<file path="src/rtl/alu_pkg.sv">
// Shared definitions for the ALU and its two-port arbiter: control codes and FSM encoding.
package alu_pkg;

    localparam logic [3:0] ALU_AND   = 4'b0000;
    localparam logic [3:0] ALU_ORR   = 4'b0001;
    localparam logic [3:0] ALU_ADD   = 4'b0010;
    localparam logic [3:0] ALU_SUB   = 4'b0110;
    localparam logic [3:0] ALU_PASSB = 4'b0111;

    typedef enum logic [1:0] {
        IDLE = 2'b00,
        EXEC = 2'b01,
        RESP = 2'b10
    } state_e;

endpackage

</file>
<file path="src/rtl/alu.sv">
// Combinational ALU: AND/ORR/ADD/SUB/PASS B with zero flag; other codes produce zero.
module alu
    import alu_pkg::*;
#(
    parameter int unsigned WIDTH = 64,
    parameter int unsigned CTRLW = 4
) (
    output logic [WIDTH-1:0] busW,
    output logic             zero,
    input  logic [WIDTH-1:0] busA,
    input  logic [WIDTH-1:0] busB,
    input  logic [CTRLW-1:0] ctrl
);

    always_comb begin
        busW = '0;
        case (ctrl)
            ALU_AND:   busW = busA & busB;
            ALU_ORR:   busW = busA | busB;
            ALU_ADD:   busW = busA + busB;
            ALU_SUB:   busW = busA - busB;
            ALU_PASSB: busW = busB;
            default:   busW = '0;
        endcase
    end

    assign zero = (busW == '0);

endmodule

</file>
<file path="src/rtl/alu_arbiter.sv">
// Round-robin sharing of one ALU between two valid/ready requesters, one op in flight at a time.
module alu_arbiter
    import alu_pkg::*;
#(
    parameter int unsigned WIDTH = 64,
    parameter int unsigned CTRLW = 4
) (
    input  logic             CLK,
    input  logic             resetl,
    input  logic             req0_valid,
    output logic             req0_ready,
    input  logic [WIDTH-1:0] req0_a,
    input  logic [WIDTH-1:0] req0_b,
    input  logic [CTRLW-1:0] req0_ctrl,
    output logic             rsp0_valid,
    input  logic             rsp0_ready,
    output logic [WIDTH-1:0] rsp0_busW,
    output logic             rsp0_zero,
    input  logic             req1_valid,
    output logic             req1_ready,
    input  logic [WIDTH-1:0] req1_a,
    input  logic [WIDTH-1:0] req1_b,
    input  logic [CTRLW-1:0] req1_ctrl,
    output logic             rsp1_valid,
    input  logic             rsp1_ready,
    output logic [WIDTH-1:0] rsp1_busW,
    output logic             rsp1_zero
);

    state_e             r_state, w_next_state;
    logic               r_last_grant, r_owner;
    logic [WIDTH-1:0]   r_op_a, r_op_b;
    logic [CTRLW-1:0]   r_op_ctrl;
    logic               r_rsp0_valid, r_rsp0_zero, r_rsp1_valid, r_rsp1_zero;
    logic [WIDTH-1:0]   r_rsp0_busW, r_rsp1_busW;
    logic               w_any_valid, w_grant, w_rsp_ack, w_alu_zero;
    logic [WIDTH-1:0]   w_alu_busW;

    assign w_any_valid = req0_valid | req1_valid;
    // On a tie the port that did not win last time gets the grant.
    assign w_grant     = (req0_valid & req1_valid) ? ~r_last_grant : req1_valid;
    assign w_rsp_ack   = r_owner ? rsp1_ready : rsp0_ready;

    alu #(
        .WIDTH (WIDTH),
        .CTRLW (CTRLW)
    ) u_alu (
        .busW (w_alu_busW),
        .zero (w_alu_zero),
        .busA (r_op_a),
        .busB (r_op_b),
        .ctrl (r_op_ctrl)
    );

    always_ff @(posedge CLK or negedge resetl) begin
        if (!resetl) r_state <= IDLE;
        else         r_state <= w_next_state;
    end

    always_comb begin
        w_next_state = r_state;
        unique case (r_state)
            IDLE:    if (w_any_valid) w_next_state = EXEC;
            EXEC:    w_next_state = RESP;
            RESP:    if (w_rsp_ack) w_next_state = IDLE;
            default: w_next_state = IDLE;
        endcase
    end

    always_comb begin
        req0_ready = 1'b0;
        req1_ready = 1'b0;
        if (r_state == IDLE && w_any_valid) begin
            req0_ready = ~w_grant;
            req1_ready = w_grant;
        end
    end

    assign rsp0_valid = r_rsp0_valid;
    assign rsp0_busW  = r_rsp0_busW;
    assign rsp0_zero  = r_rsp0_zero;
    assign rsp1_valid = r_rsp1_valid;
    assign rsp1_busW  = r_rsp1_busW;
    assign rsp1_zero  = r_rsp1_zero;

    always_ff @(posedge CLK or negedge resetl) begin
        if (!resetl) begin
            r_last_grant <= 1'b1;
            r_owner      <= 1'b0;
            r_op_a       <= '0;
            r_op_b       <= '0;
            r_op_ctrl    <= '0;
            r_rsp0_valid <= 1'b0;
            r_rsp0_busW  <= '0;
            r_rsp0_zero  <= 1'b0;
            r_rsp1_valid <= 1'b0;
            r_rsp1_busW  <= '0;
            r_rsp1_zero  <= 1'b0;
        end else begin
            unique case (r_state)
                IDLE: begin
                    if (w_any_valid) begin
                        r_op_a       <= w_grant ? req1_a    : req0_a;
                        r_op_b       <= w_grant ? req1_b    : req0_b;
                        r_op_ctrl    <= w_grant ? req1_ctrl : req0_ctrl;
                        r_owner      <= w_grant;
                        r_last_grant <= w_grant;
                    end
                end
                EXEC: begin
                    if (r_owner) begin
                        r_rsp1_busW  <= w_alu_busW;
                        r_rsp1_zero  <= w_alu_zero;
                        r_rsp1_valid <= 1'b1;
                    end else begin
                        r_rsp0_busW  <= w_alu_busW;
                        r_rsp0_zero  <= w_alu_zero;
                        r_rsp0_valid <= 1'b1;
                    end
                end
                RESP: begin
                    if (w_rsp_ack) begin
                        if (r_owner) r_rsp1_valid <= 1'b0;
                        else         r_rsp0_valid <= 1'b0;
                    end
                end
                default: ;
            endcase
        end
    end

endmodule

</file>
<file path="config.mk">
export PLATFORM = sky130hd
export DESIGN_NAME = alu_arbiter
export DESIGN_NICKNAME = d
export VERILOG_FILES = /design/src/rtl/alu_pkg.sv /design/src/rtl/alu.sv /design/src/rtl/alu_arbiter.sv
export SDC_FILE = /design/constraint.sdc
export NUM_CORES = 1
export LEC_CHECK = 0
export ABC_AREA = 1
export BUFFER_PORTS_ARGS = -buffer_cell sky130_fd_sc_hd__buf_2
export CAP_MARGIN = 25
export CORE_MARGIN = 8
export CORE_UTILIZATION = 44
export CTS_BUF_LIST = sky130_fd_sc_hd__clkbuf_16
export CTS_CLUSTER_SIZE = 20
export DETAILED_ROUTE_END_ITERATION = 16
export GPL_TIMING_DRIVEN = 0
export PLACE_DENSITY = 0.71
export SETUP_SLACK_MARGIN = 0.3
export SYNTH_ARGS = -nofsm -noshare
export SYNTH_HDL_FRONTEND = slang
export SYNTH_SLANG_ARGS = --single-unit
</file>
<file path="constraint.sdc">
create_clock -name CLK -period 9 [get_ports CLK]
set_input_delay 1.35 -clock CLK [delete_from_list [all_inputs] [get_ports CLK]]
set_output_delay 1.35 -clock CLK [all_outputs]
set_load 0.01 [all_outputs]
</file>
Word-level counts from Yosys, hierarchy flattened
Cells that the tools add are included.
{ "totals": {"ff_bits": 268, "out_inout_bits": 134, "word_cells": 63} }
{ "op_classes": {"n_addsub": 2, "n_eq_ne": 12, "muxes": 19, "bitwise_logic": 7, "n_reduce_logical": 11} }
{ "op_table": {"columns": ["operator", "n"], "rows": [
  ["$pmux 64 s5", 1],
  ["$mux 64", 2],
  ["$add 64x64->64", 1],
  ["$and 64x64->64", 1],
  ["$logic_not 64->1", 1],
  ["$or 64x64->64", 1],
  ["$sub 64x64->64", 1],
  ["$ne 2x2->1 const B", 6],
  ["$mux 1", 10],
  ["$eq 4x3->1 const B", 2],
  ["$reduce_and 2->1", 4],
  ["$reduce_and 4->1", 2],
  ["$pmux 2 s3", 1],
  ["$eq 4x1->1 const B", 1],
  ["$eq 4x2->1 const B", 1],
  ["$logic_not 4->1", 1],
  ["$mux 2", 2],
  ["$mux 4", 1],
  ["$pmux 1 s2", 2],
  ["$not 1->1", 3],
  ["$eq 2x1->1 const B", 1],
  ["$eq 2x2->1 const B", 1],
  ["$logic_not 2->1", 1],
  ["$reduce_bool 2->1", 1],
  ["3 further kinds", 3]
]} }

Depth between registers and ports, before layout
Gate-level depths: netlist of the first run.
{ "depth": {"ltp_word": 4, "mapped_depth": 35, "mapped_depth_nobuf": 34} }

Cells and area by module
From an unflattened synthesis of the first run, not the netlist that was laid out.
{ "unflattened": {"cells_unflattened": 3355, "hier_area_um2": 20722.4} }
{ "modules_own_cells": {"columns": ["module", "n_inst", "cells_each", "area_each_um2"], "rows": [
  ["alu_arbiter", 1, 1243, 10835.4],
  ["alu", 1, 2112, 9887.0]
]} }

Least setup slack after synthesis of the first run
OpenSTA, ideal clock, no wires.
{ "synth_path": {"path_kind": "register -> register", "startpoint": "register r_op_b[0]", "endpoint": "register r_rsp0_zero (netlist: rsp0_zero)", "setup_ns": 0.066, "arrival_time_ns": 3.771, "required_time_ns": 8.934, "path_slack_ns": 5.164, "path_stages_with_launch": 33, "path_buffers": 0, "synth_period_minus_slack_ns": 3.836, "path_cell_list": "dfrtp_1 -> inv_1 -> ha_1 -> nand4_2 -> nor3_4 -> nand2_2 -> nor2_2 -> nand3_2 -> nand2_2 -> o21ai_2 -> nor2_4 -> o21ai_2 -> a21oi_4 -> o21ai_2 -> nor2_2 -> xor2_1 -> ha_1 -> nand2_1 -> nor2_1 -> nand2_1 -> nor4_1 -> nand2_1 -> nand2_1 -> nand2_1 -> nand3_1 -> nand2_1 -> nor2_1 -> nand2_1 -> nor2_1 -> nand2_1 -> nor2_2 -> nand3_1 -> nand2_1"} }
{ "synth_via": {"elab_chain_cells": 3} }
{ "synth_rtl": {"columns": ["element", "line", "source"], "rows": [
  ["start, declared", "alu_arbiter.sv:32", "logic [WIDTH-1:0] r_op_a, r_op_b;"],
  ["start signal, assigned", "alu_arbiter.sv:104", "r_op_b <= w_grant ? req1_b : req0_b;"],
  ["$sub 64x64->64 (tied with other cells)", "alu.sv:21", "ALU_SUB: busW = busA - busB;"],
  ["$pmux 64 s5 *", "alu.sv:17", "case (ctrl)"],
  ["$logic_not 64->1 *", "alu.sv:27", "assign zero = (busW == '0);"],
  ["end signal, assigned", "alu_arbiter.sv:117", "r_rsp0_zero <= w_alu_zero;"],
  ["end, declared", "alu_arbiter.sv:34", "logic r_rsp0_valid, r_rsp0_zero, r_rsp1_valid, r_rsp1_zero;"]
]} }
Mark *: on every way between the ends. The rest lies on a longest branch, timed or not.
A chain may end at the register's enable or synchronous reset.

Worst setup path after layout of the first run
{ "layout_path": {"startpoint": "register r_op_ctrl[0]", "endpoint": "register r_rsp0_zero (netlist: rsp0_zero)"} }
{ "layout_via": {"elab_chain_cells": 3} }
{ "layout_rtl": {"columns": ["element", "line", "source"], "rows": [
  ["start, declared", "alu_arbiter.sv:33", "logic [CTRLW-1:0] r_op_ctrl;"],
  ["start signal, assigned", "alu_arbiter.sv:105", "r_op_ctrl <= w_grant ? req1_ctrl : req0_ctrl;"],
  ["$eq 4x3->1 (tied with other cells)", "alu.sv:17", null],
  ["$pmux 64 s5 *", "alu.sv:17", null],
  ["$logic_not 64->1 *", "alu.sv:27", null]
]} }
Marked as above.

==> out/results.tsv, run 1 <==
metric	value	unit
status	finished clean	
path_clk_slew	0.07	ns
finalCritPeriodShare	0.599	
drt_iter0_drc	2398	
die_area	53000	um2
synth_ff_type	dfrtp_1	
end_kind	register	
holdCritPathClass	reg -> reg	
core	45400	um2
gr-usage-all-layers	0.307	
ys_types	48	
die_h	230	um
start_util	0.445	
synth_top_area_share	0.331	
drt_pass1_iterations	6	
nFillCells	4886	
cts-resized-gates	0	
synth_most_common_cell	nand2_1	
max_freq	186	MHz
crit_arrival	5.89	ns
nNetsFinal	4013	
cts_buffers	29	
ctsHoldBuffers	0	
start_kind	register	
ys_ff_latch	268	
clockBufferDepth	3	
async_flop_share	1.00	
hpwlAfterDp	71.1	mm
power.leakage	13.3	nW
vias_per_cell	5.28	
synthTopCellsByArea	dfrtp_1 33%, nand2_1 24%, inv_1 9.4%, o21ai_0 5.7%, ha_1 4.1%	
grt_pass1_vias	21500	
final_cells	4299	
synth_top_area_cell	dfrtp_1	
post-cts-setup-buffers	0	
antenna_found_initial	2	
syn_nets	3576	
crit_fanout	10	
synth_area_per_cell	6.24	um2
io_pins	404	
setup_viol	0	
period_needed	5.39	ns
dr_total_vias	22700	
syn_to_final_growth	18.6	%
numPortBuffers	403	
slew_headroom	0.251	
finClkSkew	0.0271	ns
cts_max_level	1	
cts_tree	done	
rsz0062_at_grt	no	
slew_viol_final	0	
synth_edf_count	0	
cts_root_buf	clkbuf_16	
grt_max_degree	121	
ant_nets	0	
cap_violations	0	
overflow	0	
synth-seq-area-share	0.332	
gp_congestion	1.01	
worstSkewPairLatency	0.59	ns
drive_gt1_frac	0.141	
netlist_area	20200	um2
cts_sinks	268	
powerDensity	429	nW/um2
worstMarginPinSlew	1.12	ns
row_count	78	
drc	0	
cp.required	9.51	ns
syn_inst	3239	
hold_viol	0	
placedCellCount	4245	
wirelength	84.8	mm
yosys_warnings	0	
ir_drop	0.196	mV
wire_per_inst	19.7	um
die_w	230	um
finalSetupTns	0	ns
grt_pass1_wl	126	mm
criticalPathCategory	reg -> reg	
synth_common_cells	1281 x nand2_1, 507 x inv_1, 267 x dfrtp_1	
## registers in the layout (all words and copies together), names as in the netlist
name and count:
r_last_grant 1, r_op_a 64, r_op_b 64, r_op_ctrl 4, r_owner 1, r_state 2, rsp0_busW 64, rsp0_valid 1
rsp0_zero 1, rsp1_busW 64, rsp1_valid 1, rsp1_zero 1
## area by class of cell
cell class	instances	area, um2	area share
buffer	106	417	0.0174
clock inverter	24	189	0.00788
multi-input combinational	2340	11100	0.463
inverter	525	1970	0.0822
tap	600	751	0.0313
sequential	268	6710	0.280
clock buffer	29	726	0.0303
antenna	1	2.50	0.000104
timing repair buffer	406	2100	0.0875
## path summary, 6_finish.rpt
kind / endpoint / start / depth (start not counted) / slack [ns]
hold / removal: rsp1_busW[59]$_DFFE_PN0P_ / rsp1_busW[59]$_DFFE_PN0P_ / 2 / 0.48
max in group asynchronous: rsp0_busW[46]$_DFFE_PN0P_ / resetl / 2 / 7.41
hold reg to reg: rsp1_busW[59]$_DFFE_PN0P_ / rsp1_busW[59]$_DFFE_PN0P_ / 2 / 0.48
min in group asynchronous: r_op_a[3]$_DFFE_PN0P_ / resetl / 1 / 0.64
setup / recovery: rsp0_zero$_DFFE_PN0P_ / r_op_ctrl[0]$_DFFE_PN0P_ / 27 / 3.61
setup reg to reg: rsp0_zero$_DFFE_PN0P_ / r_op_ctrl[0]$_DFFE_PN0P_ / 27 / 3.61
## layer usage
layer  GRT usage  share of wire  vias up
met2       0.471           0.43     1123
met4       0.111          0.039        0
met1       0.429           0.43    10400
li1            -              -    11000
met3      0.0563          0.098      162
met5           0              0        -
## layout by cell type (no fill, tap or decap), drive strengths merged, types with 2 or more instances in the layout
cell     count
inv        531
nand4       35
o31ai        2
or2          5
o2111ai      3
nor3        21
clkbuf     115
nor2       231
and2         5
dfrtp      267
nand2     1285
clkinv      14
buf        426
bufinv       3
a21oi       92
ha          66
nand3      164
a41oi        2
nor4        16
xor2        60
o211ai      92
o21ai      245
a21o         2
nand3b       4
## stage by stage
stage | instance area, um2 | util | setup WS (ns) | total power, mW | hold slack [ns]
final | 24000 | 0.528 | 3.61 | 10.3 | 0.476
after global routing | 24000 | 0.528 | 3.38 | 11.1 | 0.497
after CTS | 24000 | 0.528 | 3.64 | 10.1 | 0.477
after detailed placement | 23000 | 0.508 | 3.67 | 8.91 | 0.460
after global placement | 23000 | 0.506 | 1.67 | 8.84 | 0.457
after floorplan | 20200 | - | 5.16 | 6.51 | 0.448
## critical path, cell delays in order, from the launching register on
cell and delay [ns]:
dfrtp_1 0.47, nor3_2 0.41, inv_2 0.21, nor2_2 0.27, buf_2 0.33, clkbuf_1 0.55
nor2_1 0.26, xor2_1 0.18, inv_1 0.05, ha_1 0.33, nand2_1 0.14, inv_1 0.05
nand2_1 0.06, nand2_1 0.10, inv_1 0.07, nand3_1 0.21, nand2_1 0.12, nand3_1 0.17
or2_2 0.32, nand3_1 0.07, o21ai_1 0.10, inv_1 0.16, nand3_1 0.09, nor2_1 0.11
nand2_1 0.05, nor2_1 0.22, nand3_1 0.13, nand2_1 0.07
## cells by family (layout without fill, tap and decap cells)
family	Yosys count	count (layout)	share of synthesized area
AND/OR/NAND/NOR	1767	1767	0.356
buffers and inverters	631	1090	0.118
AO/OA/AOI/OAI	445	445	0.125
flip-flops	268	268	0.332
adder cells (fa/ha/maj)	67	67	0.0419
XOR/XNOR	61	61	0.0264
other	0	1	0
## where the power goes
part	internal [mW]	switching [mW]
registers	1.71	0.474
clock network	0.668	0.507
logic	2.05	4.88
total	4.43	5.86
(Power assumes the default switching activity.)
==> run 2, diff against run 1 <==
PLACE_DENSITY = 0.74   (was 0.71)
clock period = 4.4 ns   (was 9 ns; I/O delays follow)
==> out/results.tsv, run 2 (synthesized netlist as in run 1, its figures left out) <==
metric	value	unit	change
ir_drop	0.388	mV	+98%
final_common_cell	nand2_1		
hold_viol	0		unchanged
cap_violations	0		unchanged
path_delay_family	simple AND/OR/NAND/NOR gates		
p_int	10.3	mW	+130%
worstSkewPairLatency	0.60	ns	about the same
cts_tree	done		
power.leakage	14.1	nW	+6.0%
slew_headroom	0.285		+0.0344
max_freq	221	MHz	+19%
core	45400	um2	unchanged
path_clk_slew	0.07	ns	about the same
cts_sinks	268		unchanged
drc	0		unchanged
placedCellCount	4244		-0.024%
gp_congestion	0.997		-1.3%
finClkSkew	0.0325	ns	+0.00540 ns
p_switching	13.5	mW	+130%
violations	setup timing		
drt_pass1_iterations	6		unchanged
crit_fanout	5		-5
cp_slowest_cell	dfrtp_1		
vias_per_cell	5.34		+1.1%
dr_total_vias	23300		+2.7%
drive_gt1_frac	0.244		+0.103
finalInstanceArea	26300	um2	+9.9%
most-common-layout-cells	1174 x nand2_1, 489 x inv_1, 409 x buf_2		
antenna_found_initial	1		-1
cts_buffers	29		unchanged
cp.required	4.92	ns	-4.59 ns
row_count	78		unchanged
path_buf_inv	2		-5
wire_per_inst	20.3	um	+2.9%
setup_slack	-0.124	ns	-3.74 ns
holdCritPathClass	in -> async		
combPwrFrac	0.713		+0.040
seq_power_share	0.190		-0.022
worst_path_largest_cell_delay	0.39	ns	-0.16 ns
placed_area	23000	um2	about the same
p_sw_frac	0.568		-0.00181
hpwlAfterDp	72.5	mm	+2.0%
p_clk_frac	0.097		-0.017
rsz0062_at_grt	yes		
slew_viol_final	0		unchanged
die_h	230	um	unchanged
die_area	53000	um2	unchanged
overflow	0		unchanged
clockBufferDepth	3		unchanged
start_kind	register		
finalCritPeriodShare	1.03		+0.430
criticalPathCategory	reg -> reg		
wirelength	88.6	mm	+4.5%
finalPower	23.8	mW	+130%
ctsHoldBuffers	0		unchanged
status	finished, violations left		
final_cells	4368		+1.6%
nFillCells	4459		-8.7%
gr-usage-all-layers	0.317		+0.00917
grt_pass1_wl	130	mm	+3.1%
syn_to_final_growth	30.3	%	
powerDensity	906	nW/um2	+110%
start_util	0.445		unchanged
ant_nets	0		unchanged
worstMarginPinSlew	1.07	ns	-0.0517 ns
io_pins	404		unchanged
die_w	230	um	unchanged
reg2reg_slack	-0.12	ns	-3.74 ns
cts_max_level	1		unchanged
end_kind	register		
grt_max_degree	118		-2.5%
cts_root_buf	clkbuf_16		
nNetsFinal	4086		+1.8%
grt_pass1_vias	22100		+3.0%
period_needed	4.52	ns	-0.863 ns
setup_viol	2		+2
drt_iter0_drc	2316		-3.4%
numPortBuffers	403		unchanged
crit_arrival	5.04	ns	-0.85 ns
[run 2: power by group through the flow]
stage,sequential (mW),clock [mW],combinational [mW]
3_3_place_gp,4.44,0,13.8
6_report,4.53,2.30,17.0
5_1_grt,4.61,2.42,18.6
4_1_cts,4.42,2.32,14.8
3_5_place_dp,4.46,0,13.8
2_1_floorplan,4.33,0,8.98
[run 2: metal layers]
metal / GRT usage / up-vias / part of all wire
met5: 0 / - / 0
met4: 0.105 / 0 / 0.038
met3: 0.0621 / 164 / 0.096
met2: 0.493 / 1184 / 0.44
met1: 0.436 / 10800 / 0.43
li1: - / 11100 / -
[run 2: path summary, 6_finish.rpt]
path                                      startpoint                        end  depth (start not counted)
max reg2reg                    r_op_b[0]$_DFFE_PN0P_      rsp1_zero$_DFFE_PN0P_                         32
max in group asynchronous                     resetl     r_op_b[11]$_DFFE_PN0P_                          2
min in group CLK                          req0_a[11]     r_op_a[11]$_DFFE_PN0P_                          3
max                            r_op_b[0]$_DFFE_PN0P_      rsp1_zero$_DFFE_PN0P_                         32
min reg2reg                rsp1_busW[57]$_DFFE_PN0P_  rsp1_busW[57]$_DFFE_PN0P_                          2
min                                           resetl  rsp0_busW[56]$_DFFE_PN0P_                          1
[run 2: final cells by class]
type                    instances  area, um2  share of cell area
multi-input cells            2340      12800               0.487
diodes                          2       5.00            0.000190
inverters                     525       1990              0.0755
plain buffers                 105        474              0.0180
flip-flops and latches        268       6720               0.255
well taps                     600        751              0.0285
clock inverters                19        124             0.00470
repair buffers                480       2710               0.103
clock buffers                  29        726              0.0276
[run 2: metrics by stage]
step / setup TNS (ns) / hold slack, ns / setup slack, ns / utilization
floorplan: 0 / 0.364 / 0.564 / -
global placement: -591.04 / 0.457 / -2.18 / 0.506
detailed placement: -19.62 / 0.459 / -0.934 / 0.508
CTS: -0.213 / 0.00628 / -0.113 / 0.545
global route: -0.771 / 0.0286 / -0.387 / 0.580
finish: -0.232 / 0.00157 / -0.124 / 0.580
[run 2: worst reg2reg max path, delay by kind of cell (launching register included)]
family / cells / cell delay [ns]
AOI/OAI and AO/OA: 6 / 0.74
adders and majority gates: 2 / 0.43
xor gates and xnor gates: 1 / 0.22
buffers and inverters: 2 / 0.27
and+or+nand+nor: 21 / 2.39
DFF: 1 / 0.39
[run 2: what timing repair did]
action,in CTS,in global routing
gates resized for setup,154,340
setup buffers,39,35
pin swaps,55,75
setup endpoints to repair,120,81
